===== config.mk =====
export PLATFORM = sky130hd
export DESIGN_NAME = pipe_hazard_ctrl
export DESIGN_NICKNAME = d
export VERILOG_FILES = /design/src/rtl/pipe_hazard_ctrl.sv
export SDC_FILE = /design/constraint.sdc
export NUM_CORES = 1
export LEC_CHECK = 0
export ABC_AREA = 1
export CAP_MARGIN = 30
export CORE_ASPECT_RATIO = 1.25
export CORE_MARGIN = 4
export CORE_UTILIZATION = 40
export CTS_CLUSTER_DIAMETER = 30
export CTS_CLUSTER_SIZE = 10
export DETAILED_ROUTE_END_ITERATION = 10
export GPL_TIMING_DRIVEN = 1
export PLACE_DENSITY = 0.68
export SETUP_SLACK_MARGIN = 0.1
export SYNTH_ARGS = -nofsm -noshare
export SYNTH_HDL_FRONTEND = slang
export SYNTH_SLANG_ARGS = --single-unit

===== constraint.sdc =====
create_clock -name clk -period 4.06 [get_ports clk]
set_input_delay 1.015 -clock clk [delete_from_list [all_inputs] [get_ports clk]]
set_output_delay 1.015 -clock clk [all_outputs]
set_load 0.03 [all_outputs]

===== src/rtl/pipe_hazard_ctrl.sv =====
// Front-end hazard controller: PC/IF-ID/ID-EX enables for load-use, taken-branch
// redirect, imem latency and dmem freeze, with saturating stall/flush counters.
module pipe_hazard_ctrl #(
    parameter int CNT_W = 16
) (
    input  logic             clk,
    input  logic             rst_n,
    input  logic [4:0]       id_rs1,
    input  logic [4:0]       id_rs2,
    input  logic             id_uses_rs1,
    input  logic             id_uses_rs2,
    input  logic [4:0]       ex_rd,
    input  logic             ex_mem_read,
    input  logic             ex_branch_taken,
    input  logic             imem_ready,
    input  logic             dmem_busy,
    output logic             pc_write,
    output logic             ifid_flag,
    output logic             ifid_pc_replace,
    output logic             idex_bubble,
    output logic             pipe_freeze,
    output logic [1:0]       state,
    output logic [CNT_W-1:0] stall_count,
    output logic [CNT_W-1:0] flush_count
);

    typedef enum logic [1:0] {
        ST_RUN        = 2'd0,
        ST_LOAD_STALL = 2'd1,
        ST_REDIRECT   = 2'd2
    } state_t;

    localparam logic [CNT_W-1:0] CNT_MAX = '1;

    logic [1:0]       state_q;
    logic [1:0]       state_d;
    logic             load_use;
    logic             load_use_eff;
    logic             stall_inc;
    logic             flush_inc;
    logic [CNT_W-1:0] stall_q;
    logic [CNT_W-1:0] flush_q;

    assign load_use = ex_mem_read && (ex_rd != 5'd0) &&
                      ((id_uses_rs1 && (id_rs1 == ex_rd)) ||
                       (id_uses_rs2 && (id_rs2 == ex_rd)));

    // After a load-use stall EX holds the bubble, so the hazard cannot recur.
    assign load_use_eff = load_use && (state_q != ST_LOAD_STALL);

    always_comb begin
        pc_write        = 1'b0;
        ifid_flag       = 1'b0;
        ifid_pc_replace = 1'b0;
        idex_bubble     = 1'b1;
        pipe_freeze     = 1'b0;
        state_d         = state_q;
        stall_inc       = 1'b0;
        flush_inc       = 1'b0;
        if (!rst_n) begin
            state_d = ST_RUN;
        end else if (dmem_busy) begin
            idex_bubble = 1'b0;
            pipe_freeze = 1'b1;
            stall_inc   = 1'b1;
            if (state_q != ST_REDIRECT && state_q != ST_LOAD_STALL) begin
                state_d = ST_RUN;
            end
        end else if (state_q == ST_REDIRECT) begin
            idex_bubble = 1'b0;
            ifid_flag   = 1'b1;
            if (imem_ready) begin
                pc_write = 1'b1;
                state_d  = ST_RUN;
            end else begin
                ifid_pc_replace = 1'b1;
                stall_inc       = 1'b1;
            end
        end else if (ex_branch_taken) begin
            pc_write        = 1'b1;
            ifid_flag       = 1'b1;
            ifid_pc_replace = 1'b1;
            state_d         = ST_REDIRECT;
            flush_inc       = 1'b1;
        end else if (load_use_eff) begin
            state_d   = ST_LOAD_STALL;
            stall_inc = 1'b1;
        end else if (!imem_ready) begin
            ifid_flag       = 1'b1;
            ifid_pc_replace = 1'b1;
            idex_bubble     = 1'b0;
            stall_inc       = 1'b1;
            state_d         = ST_RUN;
        end else begin
            pc_write    = 1'b1;
            ifid_flag   = 1'b1;
            idex_bubble = 1'b0;
            state_d     = ST_RUN;
        end
    end

    always_ff @(posedge clk or negedge rst_n) begin
        if (!rst_n) begin
            state_q <= ST_RUN;
            stall_q <= '0;
            flush_q <= '0;
        end else begin
            state_q <= state_d;
            if (stall_inc && stall_q != CNT_MAX) begin
                stall_q <= stall_q + CNT_W'(1);
            end
            if (flush_inc && flush_q != CNT_MAX) begin
                flush_q <= flush_q + CNT_W'(1);
            end
        end
    end

    assign state       = state_q;
    assign stall_count = stall_q;
    assign flush_count = flush_q;

endmodule

==> metrics.txt, run 1 <==
Setup Skew ~0.0027 ns; r2r worst-path depth 7; first-pass GRT wire length between 9000 and 10000 um; Die ar. about 0.0071 mm^2; CP arrival 2.52 ns; crit end category primary output; area added between synthesis and finish 33.4%; Ys Warns 0; final critical-path required period ~3.5 ns; Slowest Stage Delay on Critical Path ~0.46 ns; nets@finish 406; DRT Pass-1 Iters 4; Power Density roughly 360 mW/mm^2; Critical Path RT between 3 and 4 ns; CTS tree built; Slowest-stage cell, CP clkdlybuf4s50_1; synthesized area per cell between 7 and 8 um^2; FF+latch count, synth 34; post-DR vias/cell just under 5; synth unique cells 32; CTS Sinks 34; setup TNS 0 ns; Post-Syn Nets roughly 340; dpl hpwl around 4200 um; Most Frequent Cell on Critical Path nand2_1; cells along the critical path clkdlybuf4s50_1 > inv_2 > nand2_1 > nand2_1 > nor2_1 > nand3_1 > nand2_2 > nand3_4 > nand2_1 > a21oi_1 > dlymetal6s2s_1; Hold Crit Class flip-flop to flip-flop; GRT Residual Overflow 0; Die Ht 93.4 um; RSZ-0062 raised after global routing no; most common cell after layout, fill and taps aside nand2_1; critical path launch point type primary input; Reg-to-Reg End stall_count[14]$_DFFE_PN0P_; hold buffers post-CTS 0; final WL 5600 um; pin count of the biggest net entering global routing 47; R2R setup slack 2.19 ns; Core Util, Final 0.561; antenna violations before repair 0; Max-Cap Viols 0; I/O Buffers 61; Rel. slew slack 0.646; Slew Limit Fails 0; fin area 0.00312 mm^2; row cnt 30; crit path kind primary input to primary output; Synth Cell Area 0.00234 mm^2; total track usage 0.162; TritonCTS buffer count 5; die width about 76 um; Post-CTS Setup Inserts 0; Leak Pwr 1.49 nW; Clock Path Buffers 2; clock root buffer clkbuf_8; layout cells sized above 1 0.108; diode count 0; clk_lat worst skew just under 0.3 ns; CP Capture Point ifid_pc_replace; Reg clk slew, reported paths 0.07 ns; most frequent cells in the layout 90 x nand2_1, 56 x clkdlybuf4s50_1, 34 x nor2_1, 34 x dfrtp_1, 30 x inv_1; pre-CTS setup slack 0.112 ns; final number of setup-violating endpoints 0; IO Pins 62; Initial Util 0.420; # fillers 527; Worst Max-Slew Pin Slew 0.531 ns; DP Area between 0.002 and 0.003 mm^2; number of global-route vias before repair about 2100; Reg-to-Reg Start stall_count[0]$_DFFE_PN0P_; Hold Path Origin flush_count[3]$_DFFE_PN0P_; gp weighted congestion 0.902; CP Max Fanout 3; achievable clock frequency 283 MHz; Setup WS post-layout roughly 0.52 ns; Core Region between 0.005 and 0.006 mm^2; Via Count approximately 2200; Cells after Synth 315; register area share after synthesis 0.364; Critical Path Start ex_rd[4]; post-DR wirelength/cell ~13 um; period utilization 0.871; status complete, no violations; Final Hold Vio Count 0; DRC Markers 0; Max rail drop VDD just over 0.0003 V; initial drt markers 106; Antenna Nets Post-Route 0; H-Tree Depth 2
-- cells in the mapped netlist, drive strengths merged --
| cell | instances | share of area |
|---|---|---|
| o22ai | 1 | 0.0027 |
| a21oi | 3 | 0.0080 |
| o21ai | 5 | 0.011 |
| nand3b | 1 | 0.0032 |
| nor2 | 38 | 0.067 |
| nand3 | 20 | 0.058 |
| nand2 | 103 | 0.19 |
| inv | 36 | 0.058 |
| a31oi | 1 | 0.0027 |
| buf | 3 | 0.012 |
| xnor2 | 13 | 0.049 |
| clkinv | 1 | 0.0016 |
| nor3 | 9 | 0.019 |
| xor2 | 15 | 0.056 |
| nor4 | 3 | 0.011 |
| ha | 4 | 0.021 |
| nand4 | 22 | 0.065 |
| clkbuf | 3 | 0.0048 |
| dfrtp | 34 | 0.36 |
-- registers in the layout, summed over array words and instances (netlist names) --
signal,count
state,2
flush_count,16
stall_count,16
-- per-layer routing --
layer	GRT usage	vias up	wire (um)
li1	-	1131	-
met1	0.194	1013	2480
met2	0.281	50	2770
met3	0.0424	10	246
met4	0.0544	0	97
met5	0	-	0
-- final cells by class --
| cell class | instances | area [um^2] | area share |
|---|---|---|---|
| Clock buffer | 5 | 68.8 | 0.0221 |
| Clock inverter | 3 | 40.0 | 0.0128 |
| Inverter | 37 | 139 | 0.0446 |
| Multi-Input combinational cell | 238 | 1310 | 0.420 |
| Sequential cell | 34 | 851 | 0.273 |
| Tap cell | 64 | 80.1 | 0.0257 |
| Timing Repair Buffer | 63 | 631 | 0.202 |
-- repair_timing --
action	CTS	global route
resized for setup	0	4
endpoints found under the hold margin	0	0
endpoints found under the setup margin	0	4
-- kinds of logic after synthesis --
group | after synthesis | synth area share
AND/OR/NAND/NOR | 196 | 0.409
buffers and inverters | 43 | 0.0761
flip-flops | 34 | 0.364
XOR/XNOR | 28 | 0.105
AO/OA/AOI/OAI | 10 | 0.0241
adder cells (fa/ha/maj) | 4 | 0.0214
-- worst max-delay path, delay by kind of cell --
family,cells,cell delay (ns)
buffers and inverters,3,0.86
AND/OR/NAND/NOR,7,0.50
AO/OA/AOI/OAI,1,0.13
-- metrics by stage --
stage	hold slack, ns	total power, mW	std cells
floorplan	0.680	0.659	315
global route	0.560	1.18	444
CTS	0.547	1.13	444
global placement	0.528	0.811	436
detailed placement	0.532	0.814	436
finish	0.541	1.12	444
-- report_power, final --
| group | total [mW] | switching [mW] | internal [mW] |
|---|---|---|---|
| registers | 0.453 | 0.0724 | 0.381 |
| logic | 0.355 | 0.203 | 0.153 |
| clock network | 0.308 | 0.128 | 0.181 |
| total | 1.12 | 0.403 | 0.714 |
-- worst min path at each step --
stage / end / slack [ns] / cells past startpoint
after CTS: flush_count[3]$_DFFE_PN0P_ / 0.55 / 1
after global placement: flush_count[3]$_DFFE_PN0P_ / 0.53 / 1
final: flush_count[3]$_DFFE_PN0P_ / 0.54 / 1
after floorplan: flush_count[3]$_DFFE_PN0P_ / 0.68 / 1
after global routing: flush_count[3]$_DFFE_PN0P_ / 0.56 / 1
after detailed placement: flush_count[2]$_DFFE_PN0P_ / 0.53 / 1
Power figures use the tool's default switching activity.
==> run 2, diff against run 1 <==
CORE_MARGIN = 2   (was 4)
==> run 2 against run 1 <==
  * First-iteration DRC count is 13% higher
  * Highest routed layer unchanged
  * Clock power down 17%
  * Largest power group unchanged
  * Via count up 0.64%
  * Sequential power is essentially flat
  * Critical path type unchanged
==> metrics.txt, run 2 (same netlist as run 1, synthesis figures left out) <==
CTS Sinks 34 (unchanged); pre-CTS setup slack 0.0936 ns (-0.0181 ns); Cells after DPL 438 (+0.46%); Slowest Stage Delay on Critical Path 0.47 ns (about the same); Seq pwr share 0.424 (+0.018); cells along the critical path clkdlybuf4s50_1 > nor2_1 > nand4_1 > nand3b_1 > inv_1 > nand3_4 > nand2_1 > a21oi_1 > dlygate4sd2_1; Power Density 343 mW/mm^2 (-4.2%); clk_lat worst skew 0.28 ns (about the same); Setup Skew 0.00609 ns (+0.00342 ns); Reg clk slew, reported paths 0.07 ns (about the same); Comb pwr share 0.334 (+0.016); CP Max Fanout 4 (+1); crit end category primary output; total track usage 0.182 (+0.0203); final number of setup-violating endpoints 0 (unchanged); die width 72.4 um (-5.2%); Die ar. 0.00647 mm^2 (-9.3%); clock root buffer clkbuf_8; antenna violations before repair 0 (unchanged); status complete, no violations; crit path kind primary input to primary output; DRT Pass-1 Iters 4 (unchanged); Die Ht 89.4 um (-4.3%); Hold Crit Class flip-flop to flip-flop; Crit path depth 9 (-2); dpl hpwl 4160 um (-1.3%); switching pwr 0.392 mW (-2.5%); Core Util, Final 0.543 (-0.0177); r2r worst-path depth 7 (unchanged); Slew Limit Fails 0 (unchanged); P_int 0.670 mW (-6.1%); Critical Path RT 3.04 ns (about the same); CP top delay family buffers and inverters; sw frac 0.369 (+0.00867); period utilization 0.906 (+0.0349); Rel. slew slack 0.628 (-0.0175); first-pass GRT wire length 9230 um (-3.0%); DRC Markers 0 (unchanged); Max rail drop VDD 0.000261 V (-15%); post-DR wirelength/cell 12.3 um (-2.7%); hold buffers post-CTS 0 (unchanged); Core Region 0.00570 mm^2 (+2.6%); Worst Hold Depth 1 (unchanged); nets@finish 406 (unchanged); layout cells sized above 1 0.105 (-0.00263); register area 851 um^2 (unchanged); Slowest-stage cell, CP clkdlybuf4s50_1; footprint of the multi-input gates 0.00131 mm^2 (unchanged); # fillers 570 (+8.2%); Via Count 2218 (+0.64%); number of global-route vias before repair 2058 (-2.2%); final critical-path required period 3.68 ns (+0.142 ns); TritonCTS buffer count 5 (unchanged); final WL 5470 um (-2.2%); achievable clock frequency 272 MHz (-3.9%); most frequent cells in the layout 90 x nand2_1, 56 x clkdlybuf4s50_1, 34 x nor2_1, 34 x dfrtp_1, 30 x inv_1; diode count 0 (unchanged); Worst Max-Slew Pin Slew 0.557 ns (+0.0262 ns); Non-Filler Instances 446 (+0.45%); Bufs and invs on worst path 3 (unchanged); Setup WS post-layout 0.381 ns (-0.142 ns); I/O Buffers 61 (unchanged); Clock Path Buffers 2 (unchanged); CTS tree built; pin count of the biggest net entering global routing 47 (unchanged); RSZ-0062 raised after global routing no; Max-Cap Viols 0 (unchanged); Clk network pwr share 0.242 (-0.034); Antenna Nets Post-Route 0 (unchanged); CP arrival 2.66 ns (+0.14 ns); setup TNS 0 ns (unchanged); Leak Pwr 1.47 nW (-1.4%); critical path launch point type primary input; GRT Residual Overflow 0 (unchanged); gp weighted congestion 0.812 (-10%); area added between synthesis and finish 32.6%; initial drt markers 120 (+13%); Initial Util 0.410 (-0.0108); IO Pins 62 (unchanged); most common cell after layout, fill and taps aside nand2_1; Post-CTS Setup Inserts 0 (unchanged); Final Hold Vio Count 0 (unchanged); post-DR vias/cell 4.97 (+0.18%); row cnt 31 (+3.3%); H-Tree Depth 2 (unchanged)
==> run 2: cell count changes in the layout (fill, tap and decap cells not counted) <==
cell / before / now
bufinv_16: 1 / 0
clkbuf_1: 0 / 1
clkbuf_8: 5 / 6
clkinv_2: 2 / 1
dlygate4sd2_1: 0 / 1
dlymetal6s2s_1: 4 / 3
==> run 2: power groups by stage <==
stage | sequential (mW) | clock, mW | combinational [mW]
6_report | 0.450 | 0.257 | 0.355
5_1_grt | 0.460 | 0.287 | 0.385
4_1_cts | 0.450 | 0.267 | 0.359
3_5_place_dp | 0.456 | 0 | 0.358
3_3_place_gp | 0.457 | 0 | 0.352
2_1_floorplan | 0.528 | 0 | 0.131
==> run 2: area by class of cell <==
class,instances,share of cell area
clock buffers,7,0.0279
clock inverters,1,0.00162
well taps,66,0.0267
flip-flops and latches,34,0.275
multi-input cells,238,0.422
repair buffers,63,0.202
inverters,37,0.0448
==> run 2: worst paths after layout <==
kind / from / to / slack (ns)
worst max register to register: stall_count[0]$_DFFE_PN0P_ / stall_count[15]$_DFFE_PN0P_ / 2.17
min in group asynchronous: rst_n / state[1]$_DFFE_PN0P_ / 0.57
worst min register to register: flush_count[3]$_DFFE_PN0P_ / flush_count[3]$_DFFE_PN0P_ / 0.53
worst max-delay path: ex_rd[0] / ifid_pc_replace / 0.38
max in group asynchronous: rst_n / stall_count[5]$_DFFE_PN0P_ / 2.68
worst min-delay path: flush_count[3]$_DFFE_PN0P_ / flush_count[3]$_DFFE_PN0P_ / 0.53
==> run 2: worst reg2reg max path: cells and delay by family, from the launching register on <==
kind          cells  cell delay, ns
fa+ha+maj         1            0.28
flops             1            0.46
simple gates      6            1.08
==> run 2: what timing repair did <==
action                     CTS  global route
setup endpoints to repair    1             3
hold endpoints to repair     0             0
gates cloned                 0             0
resized for setup            1             3
==> run 2: metrics by stage <==
step	cell area, um^2	total power, mW	hold WS (ns)
6_report	3100	1.06	0.525
5_1_grt	3100	1.13	0.546
4_1_cts	3090	1.08	0.528
3_5_place_dp	3000	0.814	0.514
3_3_place_gp	3000	0.809	0.515
2_1_floorplan	2340	0.659	0.680
==> run 2: per-layer routing <==
layer	track usage	wire length, um
met3	0.0349	257
met5	0	0
met1	0.222	2440
met2	0.312	2670
met4	0.0772	108
